===== src/rtl/if_fetch.sv =====
// Instruction fetch stage: issues one outstanding word read per PC and queues
// the returned {pc, instruction} pairs for decode behind a valid/ready handshake.
module if_fetch #(
   parameter int DEPTH = 2
) (
   input  logic                   clk,
   input  logic                   rst,
   input  logic [31:0]            in_pc,
   output logic                   pc_advance,
   input  logic                   flush,
   output logic                   imem_req,
   output logic [31:0]            imem_addr,
   input  logic                   imem_gnt,
   input  logic                   imem_rvalid,
   input  logic [31:0]            imem_rdata,
   output logic                   instr_valid,
   input  logic                   instr_ready,
   output logic [31:0]            instr_out,
   output logic [31:0]            instr_pc,
   output logic [$clog2(DEPTH):0] occupancy
);

   localparam int AW = $clog2(DEPTH);
   localparam int OW = AW + 1;

   typedef enum logic [1:0] {IDLE, REQ, WAIT, DROP} state_t;

   state_t        r_state;
   logic [31:0]   r_req_pc;
   logic [AW-1:0] r_wr_ptr;
   logic [AW-1:0] r_rd_ptr;
   logic [OW-1:0] r_occ;
   logic [31:0]   r_q_pc  [DEPTH];
   logic [31:0]   r_q_ins [DEPTH];

   logic          w_push;
   logic          w_pop;
   logic          w_room;
   logic [OW-1:0] w_occ_next;

   assign imem_req    = (r_state == REQ);
   assign imem_addr   = {r_req_pc[31:2], 2'b00};
   assign pc_advance  = imem_req && imem_gnt && !flush;
   assign instr_valid = (r_occ != '0);
   assign instr_out   = r_q_ins[r_rd_ptr];
   assign instr_pc    = r_q_pc[r_rd_ptr];
   assign occupancy   = r_occ;

   // Flush overrides any same-cycle push or pop.
   assign w_push     = (r_state == WAIT) && imem_rvalid && !flush;
   assign w_pop      = instr_valid && instr_ready && !flush;
   assign w_occ_next = r_occ + OW'(w_push) - OW'(w_pop);
   assign w_room     = (w_occ_next < OW'(DEPTH));

   // NOTE: state registers use non-blocking assignments so every branch sees pre-edge values.
   always_ff @(posedge clk or negedge rst) begin
      if (!rst) begin
         r_state  <= IDLE;
         r_req_pc <= '0;
      end else begin
         case (r_state)
            IDLE: begin
               if (!flush && (r_occ < OW'(DEPTH))) begin
                  r_state  <= REQ;
                  r_req_pc <= in_pc;
               end
            end
            REQ: begin
               if (imem_gnt) r_state <= flush ? DROP : WAIT;
               else if (flush) r_state <= IDLE;
            end
            WAIT: begin
               if (imem_rvalid) begin
                  if (!flush && w_room) begin
                     r_state  <= REQ;
                     r_req_pc <= in_pc;
                  end else begin
                     r_state <= IDLE;
                  end
               end else if (flush) begin
                  r_state <= DROP;
               end
            end
            DROP: begin
               if (imem_rvalid) r_state <= IDLE;
            end
            default: r_state <= IDLE;
         endcase
      end
   end

   // NOTE: queue storage is reset so the head outputs read 0 out of reset.
   always_ff @(posedge clk or negedge rst) begin
      if (!rst) begin
         r_wr_ptr <= '0;
         r_rd_ptr <= '0;
         r_occ    <= '0;
         for (int i = 0; i < DEPTH; i++) begin
            r_q_pc[i]  <= '0;
            r_q_ins[i] <= '0;
         end
      end else if (flush) begin
         r_wr_ptr <= '0;
         r_rd_ptr <= '0;
         r_occ    <= '0;
      end else begin
         if (w_push) begin
            r_q_pc[r_wr_ptr]  <= r_req_pc;
            r_q_ins[r_wr_ptr] <= imem_rdata;
            r_wr_ptr          <= r_wr_ptr + AW'(1);
         end
         if (w_pop) r_rd_ptr <= r_rd_ptr + AW'(1);
         r_occ <= w_occ_next;
      end
   end

endmodule


===== config.mk =====
export PLATFORM = sky130hd
export DESIGN_NAME = if_fetch
export DESIGN_NICKNAME = d
export VERILOG_FILES = /design/src/rtl/if_fetch.sv
export SDC_FILE = /design/constraint.sdc
export NUM_CORES = 1
export LEC_CHECK = 0
export CAP_MARGIN = 30
export CORE_ASPECT_RATIO = 1.1
export CORE_UTILIZATION = 42
export CTS_BUF_LIST = sky130_fd_sc_hd__clkbuf_16
export DETAILED_ROUTE_END_ITERATION = 12
export HOLD_SLACK_MARGIN = 0.05
export PLACE_DENSITY = 0.82
export SLEW_MARGIN = 20
export SYNTH_ARGS = -nofsm -noshare
export SYNTH_HDL_FRONTEND = slang
export SYNTH_SLANG_ARGS = --single-unit

===== constraint.sdc =====
create_clock -name clk -period 2.37 [get_ports clk]
set_input_delay 0.237 -clock clk [delete_from_list [all_inputs] [get_ports clk]]
set_output_delay 0.237 -clock clk [all_outputs]
set_load 0.01 [all_outputs]

After elaboration in Yosys (flattened, before gate mapping)

Index checks and enable logic that the tools add are counted.

Memories kept: 0
Input bits: 70
Bits in latches: 0
Bits in writable memories: 0
Memory bits (read-only): 0
Logic and storage cells: 76
Register bits after elaboration: 166
Output and inout port bits: 101

Div/mod/pow operators: 0
Muxes and demuxes: 28
Bitwise logic cells: 3
Multiply operators: 0
Eq/ne operators: 9
Shifts and indexed selects: 0
Add/sub/neg operators: 4
Magnitude comparators: 5
Reduce and logical (&&, ||, !) cells: 18

Operators by type and width:

| operator            | count |
|---|---|
| $mux 32             | 10 |
| $bwmux 64           | 2 |
| $pmux 32 s2         | 1 |
| $demux 32 s1        | 1 |
| $mux 2              | 7 |
| $logic_and 1x1->1   | 9 |
| $pmux 2 s4          | 1 |
| $reduce_and 4->1    | 2 |
| $reduce_bool 2->1   | 4 |
| $mux 1              | 6 |
| $ne 2x2->1 const B  | 3 |
| $eq 2x2->1 const B  | 2 |
| $ge 2x2->1 const B  | 2 |
| $lt 2x2->1 const B  | 2 |
| $not 1->2           | 2 |
| $ne 3x2->1 const B  | 1 |
| $ne 3x3->1 const B  | 1 |
| $add 1x1->1 const B | 2 |
| $add 2x1->2         | 1 |
| $eq 2x1->1 const B  | 1 |
| $logic_not 2->1     | 1 |
| $lt 2x1->1 const B  | 1 |
| $ne 2x1->1 const B  | 1 |
| $reduce_and 2->1    | 1 |
| other kinds (3)     | 3 |

Logic depth before layout (Yosys ltp)

Gate-level depths: netlist of the first run.

Depth after elaboration: 10
Depth in mapped cells: 11
Gate-level depth less buffers: 10

Worst setup path before layout of the first run

OpenSTA, ideal clock, no wires.

Path kind: register -> register
Start: register r_occ[0] (netlist: occupancy[0])
End: register r_req_pc[0]
Data required time: 2.245 ns
Clock period less this slack: 2.426 ns
Slack: -0.056 ns
Cell stages (with the launch flop): 12
Buffers on the path: 1
Setup time: 0.125 ns
Arrival time: 2.301 ns
Cell sequence: dfrtp_1 -> or2_2 -> nand2_1 -> nor2_1 -> ha_1 -> inv_1 -> ha_1 -> xor3_1 -> o21ai_1 -> nand2_2 -> buf_6 -> mux2_4

Longest elaborated chain between the ends: 8
Elaborated cells between the ends (all ways): 12
Classes of those cells: add/sub: 2; order compare: 2; eq/ne: 2; reduce/logical: 6

Ends and longest elaborated chain:

| what                              | line | RTL |
|---|---|---|
| from (decl)                       | 32   | `logic [OW-1:0] r_occ;` |
| from (signal assigned)            | 113  | `r_occ <= w_occ_next;` |
| $reduce_bool 2->1                 | 44   | `assign instr_valid = (r_occ != '0);` |
| net instr_valid                   | 16   | `output logic instr_valid,` |
| $logic_and 1x1->1 (2 in series)   | 51   | `assign w_pop = instr_valid && instr_ready && !flush;` |
| $sub 2x1->2                       | 52   | `assign w_occ_next = r_occ + OW'(w_push) - OW'(w_pop);` |
| $lt 2x2->1                        | 53   | `assign w_room = (w_occ_next < OW'(DEPTH));` |
| $logic_and 1x1->1                 | 74   | `if (!flush && w_room) begin` |
| $ne 2x1->1 (no source line)       | -    |  |
| $reduce_and 4->1 (no source line) | -    |  |
| to (signal assigned)              | 65   | `r_req_pc <= in_pc;` |
| to (signal assigned)              | 76   | `r_req_pc <= in_pc;` |
| to (decl)                         | 29   | `logic [31:0] r_req_pc;` |

The timed path passes the listed nets, and every way through them passes these cells.
A chain may end at the register's enable or synchronous reset.

Worst setup path in the final report of the first run

Start: register r_occ[0] (netlist: occupancy[0])
End: register r_req_pc[13]

Longest elaborated chain between the ends: 8
Elaborated cells between the ends (all ways): 12
Classes of those cells: add/sub: 2; order compare: 2; eq/ne: 2; reduce/logical: 6

Ends and longest elaborated chain:

| what |
|---|
| parallel branches: the longest is 7 deep, another holds $add 2x1->2 |
| $reduce_and 4->1 (no source line) (*) |

Mark *: on every way between the ends.

==> metrics, run 1 <==
RSZ-0062 raised after global routing yes; Tightest Hold Check Type input port to asynchronous set/reset pin; core area 17140 um2; synth-to-layout area growth 35.34%; Core Rows 50; I/O Buffers 168; Cell Int Power 8820 uW; Layout Cells excl Fill 888; Placed Cells roughly 850; flop2flop setup slack -0.06 ns; Yosys reg bits approximately 170; die height 141.1 um; Total Routing Usage GR 18.30%; Slew Limit Fails 0; CTS Buf Count 17; NumNets Final 712; final worst-path cycle share 102.6%; critical path cell sequence or2_4, nand2_2, nor2_1, ha_1, inv_2, ha_4, xor3_1, o21ai_2, nand2_4, buf_12, mux2_4; wire per inst 17.92 um; Fmax 0.4111 GHz; Netlist cell types 29; most common cell after layout, fill and taps aside mux2_2; Post-Syn Area 7386 um2; Sw Share a little under 30%; most frequent cells in the layout 183 x mux2_2, 167 x clkdlybuf4s50_1, 165 x dfrtp_1, 30 x mux2_4, 19 x clkbuf_16; fillcell total between 1000 and 1500; first-pass GRT wire length 25.34 mm; Remaining DRCs 0; CP required 2.68 ns; crit path DAT around 2.7 ns; final setup vio count 32; CP Class flip-flop to flip-flop; failing checks setup timing; antenna violations before repair 1; Mapped Cells 479; routed wire length 15.91 mm; clock group share of total power a little over a fifth; PnR Total Power 12520 uW; DP Area between 9000 and 10000 um2; routed vias 4381; Pleak 0.004578 uW; drt pass-1 iters 4; total die area 18120 um2; H-tree levels 4; Net Sw Power 3704 uW; TritonCTS clock tree done; Initial Util a little over two fifths; Mapped Avg Cell Area 15.42 um2; clk sink count 166; Hold Fails Final Rpt 0; HPWL after DPL between 10 and 15 mm; largest net degree at the start of global routing 64; worst skew pair latency 0.43 ns; critical path's top delay family simple AND/OR/NAND/NOR gates; Power Density 1253 nW/um2; vias in the first global route 4883; total grt overflow 0; io pins roughly 170; worst r2r src occupancy[0]; Min Clock Period, post-route 2.433 ns; FF+latch area 4155 um2; Setup crit end kind flip-flop; status finished, violations left; max cap viols 0; root buf cell clkbuf_16; final instance area between 9000 and 10000 um2; Max VDD drop 0.7027 mV; share of the yosys chip area belonging to registers 56.24%; slowest CP cell dfrtp_1; Setup Skew 0.01157 ns; RePlAce Congestion 0.7817; Worst Path Max Fanout 11; Flop pwr share 37.7%; antenna viol nets, final 0; DR vias/cell 4.934; final setup margin -0.06279 ns; multi-input logic area 2905 um2; layout cell share with drive strength beyond 1 43.19%; Reg clk slew, reported paths 0.07 ns; Bufs and invs on worst path 2; Worst Setup SP occupancy[0]; startpoint types flip-flop; Yosys warning count 0; Logic pwr share 41.1%; Bufs on Longest Clock Path 2; CP peak stage delay 0.39 ns; number of DRC markers in iteration 0 about 120; Die Wd 128.4 um
synthesized netlist by cell type (all sizes together):
| library cell | number | area (um2) |
|---|---|---|
| and3b | 1 | 8.760 |
| conb | 1 | 3.750 |
| dfrtp | 166 | 4154 |
| a21oi | 2 | 10.01 |
| or2 | 1 | 6.260 |
| o22a | 1 | 8.760 |
| xor2 | 2 | 17.52 |
| nand4bb | 1 | 11.26 |
| nor2 | 3 | 13.77 |
| nor4b | 1 | 8.760 |
| xor3 | 1 | 23.77 |
| nand2 | 5 | 21.27 |
| nor2b | 3 | 18.77 |
| or3 | 2 | 12.51 |
| clkbuf | 8 | 30.03 |
| buf | 47 | 334.1 |
| a22o | 1 | 8.760 |
| ha | 2 | 25.02 |
| a21boi | 1 | 7.510 |
| inv | 3 | 11.26 |
| mux2 | 224 | 2635 |
| o21ai | 3 | 15.01 |
state kept, by name, indices dropped and copies added (netlist names):
| name | cells |
|---|---|
| r_q_pc | 64 |
| occupancy | 2 |
| r_q_ins | 64 |
| r_req_pc | 32 |
| r_rd_ptr | 1 |
| r_wr_ptr | 1 |
| r_state | 2 |
through the flow:
step | hold slack, ns | TNS [ns] | setup slack, ns | utilization, %
after global placement | 0.1905 | -4.246 | -0.1514 | 54.09
after global routing | 0.3504 | -3.377 | -0.1272 | 58.31
after detailed placement | 0.2008 | -6.624 | -0.2373 | 54.09
after floorplan | -0.05859 | 0 | 0.01808 | -
after CTS | 0.3213 | -0.1980 | -0.01618 | 57.59
final | 0.3167 | -1.399 | -0.06279 | 58.31
logic make-up (layout without fill, tap and decap cells):
| kind of cell | Yosys count | after routing | share of synthesized area [%] |
|---|---|---|---|
| muxes | 224 | 224 | 35.68 |
| DFF | 166 | 166 | 56.24 |
| buffers and inverters | 58 | 231 | 5.082 |
| and+or+nand+nor | 17 | 17 | 1.372 |
| AOI/OAI and AO/OA | 8 | 8 | 0.6776 |
| xor gates and xnor gates | 3 | 3 | 0.5590 |
| adders and majority gates | 2 | 2 | 0.3388 |
| other | 1 | 3 | 0.05077 |
worst reg2reg max path, cell delays in order (launching register included):
cell     delay, ns
dfrtp_1       0.39
or2_4         0.26
nand2_2       0.07
nor2_1        0.04
ha_1          0.28
inv_2         0.07
ha_4          0.12
xor3_1        0.24
o21ai_2       0.20
nand2_4       0.15
buf_12        0.20
mux2_4        0.31
worst paths after layout:
path	endpoint	depth (start not counted)
max	r_req_pc[13]	11
min	r_q_ins[24]	2
max reg2reg	r_req_pc[13]	11
min reg2reg	r_q_ins[24]	1
max in group asynchronous	r_q_ins[15]	3
min in group clk	r_req_pc[8]	2
final cells by class:
cell class / instances / share of cell area [%]
clock buffer: 17 / 4.256
tap: 234 / 2.929
timing repair buffer: 196 / 20.60
sequential: 166 / 41.57
inverter: 3 / 0.1127
antenna: 1 / 0.02503
clock inverter: 15 / 1.439
multi-input combinational: 256 / 29.06
power groups by stage:
stage | Combinational, uW | Sequential (uW) | Clock (uW)
2_1_floorplan | 3090 | 4490 | 0
3_5_place_dp | 5020 | 4770 | 0
5_1_grt | 5480 | 4880 | 2860
3_3_place_gp | 4890 | 4630 | 0
4_1_cts | 5070 | 4720 | 2730
6_report | 5140 | 4720 | 2660
per-layer routing:
| layer | part of all wire (%) | track usage [%] |
|---|---|---|
| met1 | 42 | 21.54 |
| met2 | 51 | 31.49 |
| met3 | 5.2 | 5.123 |
| met4 | 2.0 | 7.121 |
| met5 | 0 | 0 |
repair_timing:
action / CTS / global route
hold endpoints to repair: 45 / 0
endpoints found under the setup margin: 29 / 36
pin swaps: 0 / 0
gates resized for setup: 3 / 7
setup buffers: 1 / 4
gates cloned: 0 / 3
hold buffers: 1 / 0
(Power assumes the default switching activity.)
==> run 2: changes to the inputs <==
--- a/config.mk
+++ b/config.mk
@@ -11,7 +11,7 @@
 export CTS_BUF_LIST = sky130_fd_sc_hd__clkbuf_16
 export DETAILED_ROUTE_END_ITERATION = 12
 export HOLD_SLACK_MARGIN = 0.05
-export PLACE_DENSITY = 0.82
+export PLACE_DENSITY = 0.79
 export SLEW_MARGIN = 20
 export SYNTH_ARGS = -nofsm -noshare
 export SYNTH_HDL_FRONTEND = slang
==> constraint.sdc (replaced) <==
create_clock -name clk -period 2.6 [get_ports clk]
set_input_delay 0.26 -clock clk [delete_from_list [all_inputs] [get_ports clk]]
set_output_delay 0.26 -clock clk [all_outputs]
set_load 0.01 [all_outputs]
==> run 2 against run 1 <==
- the run now ends clean
- hold slack improved by 0.13 ns
- wire length shrank 2.0%
- final cell count fell by 1.2%
- critical path depth stayed put
- clock skew decreased by 0.0027 ns
- largest power group unchanged
- combinational power is 11% lower
- flip-flop and latch count is the same
- sequential power is 8.7% lower
- worst setup slack better by 0.15 ns
- non-clock buffer count decreased by 10
- total power is 8.4% lower
==> metrics, run 2 (synthesis results as in run 1) <==
status finished clean (was finished, violations left); most frequent cells in the layout 183 x mux2_2, 167 x clkdlybuf4s50_1, 165 x dfrtp_1, 30 x mux2_4, 19 x clkbuf_16 (unchanged); Slew Limit Headroom 57.48%; Power Density 1160 nW/um2 (was 1253 nW/um2); antenna violations before repair 0 (was 1); clk sink count 166 (unchanged); Worst Setup SP occupancy[0] (unchanged); routed wire length 15.59 mm (was 15.91 mm); HPWL after DPL 10.37 mm (was 10.62 mm); CP required 2.91 ns (was 2.68 ns); wire per inst 17.78 um (was 17.92 um); Bufs on Longest Clock Path 2 (unchanged); Tightest Hold Check Type input port to asynchronous set/reset pin (unchanged); DR vias/cell 4.937 (was 4.934); setup TNS 0 ns (was -1.399 ns); n_diodes 0 (was 1); Slew @ Worst Pin 0.6378 ns; vias in the first global route 4872 (was 4883); largest net degree at the start of global routing 69 (was 64); final worst-path cycle share 96.64% (was 102.6%); max cap viols 0 (unchanged); Pleak 0.004517 uW (was 0.004578 uW); Die Wd 128.4 um (unchanged); final setup vio count 0 (was 32); most common cell after layout, fill and taps aside mux2_2 (unchanged); Min Clock Period, post-route 2.513 ns (was 2.433 ns); number of DRC markers in iteration 0 120 (was 116); worst r2r src occupancy[0] (unchanged); io pins 171 (unchanged); first-pass GRT wire length 24.60 mm (was 25.34 mm); Fmax 0.3980 GHz (was 0.4111 GHz); crit path DAT 2.82 ns (was 2.74 ns); Core Rows 50 (unchanged); total grt overflow 0 (unchanged); Reg clk slew, reported paths 0.07 ns (about the same); Total Routing Usage GR 17.64% (was 18.30%); I/O Buffers 168 (unchanged); die height 141.1 um (unchanged); Util after Layout 57.68% (was 58.31%); top flop regs r_q_ins x64, r_q_pc x64, r_req_pc x32 (unchanged); Max VDD drop 0.6455 mV (was 0.7027 mV); Remaining DRCs 0 (unchanged); layout cell share with drive strength beyond 1 41.84% (was 43.19%); drt pass-1 iters 4 (unchanged); startpoint types flip-flop (unchanged); antenna viol nets, final 0 (unchanged); Setup crit end kind flip-flop (unchanged); CP Class flip-flop to flip-flop (unchanged); core area 17140 um2 (unchanged); synth-to-layout area growth 33.86% (was 35.34%); Slew Limit Fails 0 (unchanged); H-tree levels 4 (unchanged); CTS Buf Count 17 (unchanged); fillcell total 1384 (was 1321); Setup Skew 0.008877 ns (was 0.01157 ns); routed vias 4330 (was 4381); RePlAce Congestion 0.7870 (was 0.7817); root buf cell clkbuf_16 (unchanged); worst skew pair latency 0.42 ns (was 0.43 ns); Hold Fails Final Rpt 0 (unchanged); Initial Util 43.09% (unchanged); PnR Total Power 11470 uW (was 12520 uW); NumNets Final 702 (was 712); total die area 18120 um2 (unchanged); Worst Path Max Fanout 5 (was 11); TritonCTS clock tree done (unchanged)
==> run 2: cell types whose count changed in the layout (fill, tap and decap cells not counted), sizes merged <==
| cell | change |
|---|---|
| clkinvlp | +1 |
| inv | -2 |
| clkinv | -1 |
| buf | -10 |
| diode | -1 |
| bufinv | +2 |
==> run 2: per-stage QoR <==
stage	setup slack (ns)	cell area, um2	hold slack, ns	instances
floorplan	0.1739	7390	-0.03559	480
global placement	0.03331	9170	0.3009	840
detailed placement	-0.09125	9170	0.3143	840
CTS	0.05634	9783	0.4302	873
global route	-0.03238	9887	0.4282	877
finish	0.08740	9887	0.4426	877
==> run 2: power by group <==
part | switching, uW | internal, uW | total (uW) | leakage [uW]
logic | 1570 | 3020 | 4590 | 0.00210
registers | 687 | 3630 | 4310 | 0.00212
clock network | 1050 | 1520 | 2570 | 0.000294
total | 3310 | 8160 | 11500 | 0.00452
==> run 2: what timing repair did <==
item | in CTS | in global routing
endpoints found under the hold margin | 66 | 0
hold buffers | 1 | 0
resized for setup | 0 | 9
setup buffers | 0 | 1
endpoints found under the setup margin | 0 | 32
==> run 2: worst paths after layout <==
check	cells after the start	end	slack, ns
setup / recovery	11	r_req_pc[26]	0.09
hold reg to reg	1	r_q_pc[40]	0.49
setup reg to reg	11	r_req_pc[26]	0.09
hold / removal	2	r_q_ins[26]	0.44
min in group clk	2	r_req_pc[20]	0.45
max in group asynchronous	3	r_req_pc[13]	1.45
==> run 2: area by class of cell <==
class	count	area (um2)	area share (%)
Clock buffer	17	425.4	4.303
Clock inverter	15	177.7	1.797
Inverter	3	11.26	0.1139
Multi-Input combinational cell	256	2890	29.23
Sequential cell	166	4155	42.03
Tap cell	234	292.8	2.961
Timing Repair Buffer	186	1934	19.56
==> run 2: critical path, stage by stage, from the launching register on <==
cell       delay, ns
dfrtp_1         0.40
or2_4           0.26
nand2_2         0.08
nor2_1          0.04
ha_1            0.27
inv_1           0.06
ha_1            0.15
xor3_2          0.31
o21ai_4         0.17
nand2_4         0.13
clkbuf_16       0.21
mux2_4          0.29
==> run 2: layer usage <==
layer / vias to the layer above / track usage [%] / routed length (um)
li1: 1963 / - / -
met4: 0 / 7.121 / 278
met5: - / 0 / 0
met3: 21 / 4.478 / 815
met1: 2214 / 20.24 / 6207
met2: 132 / 31.15 / 8293
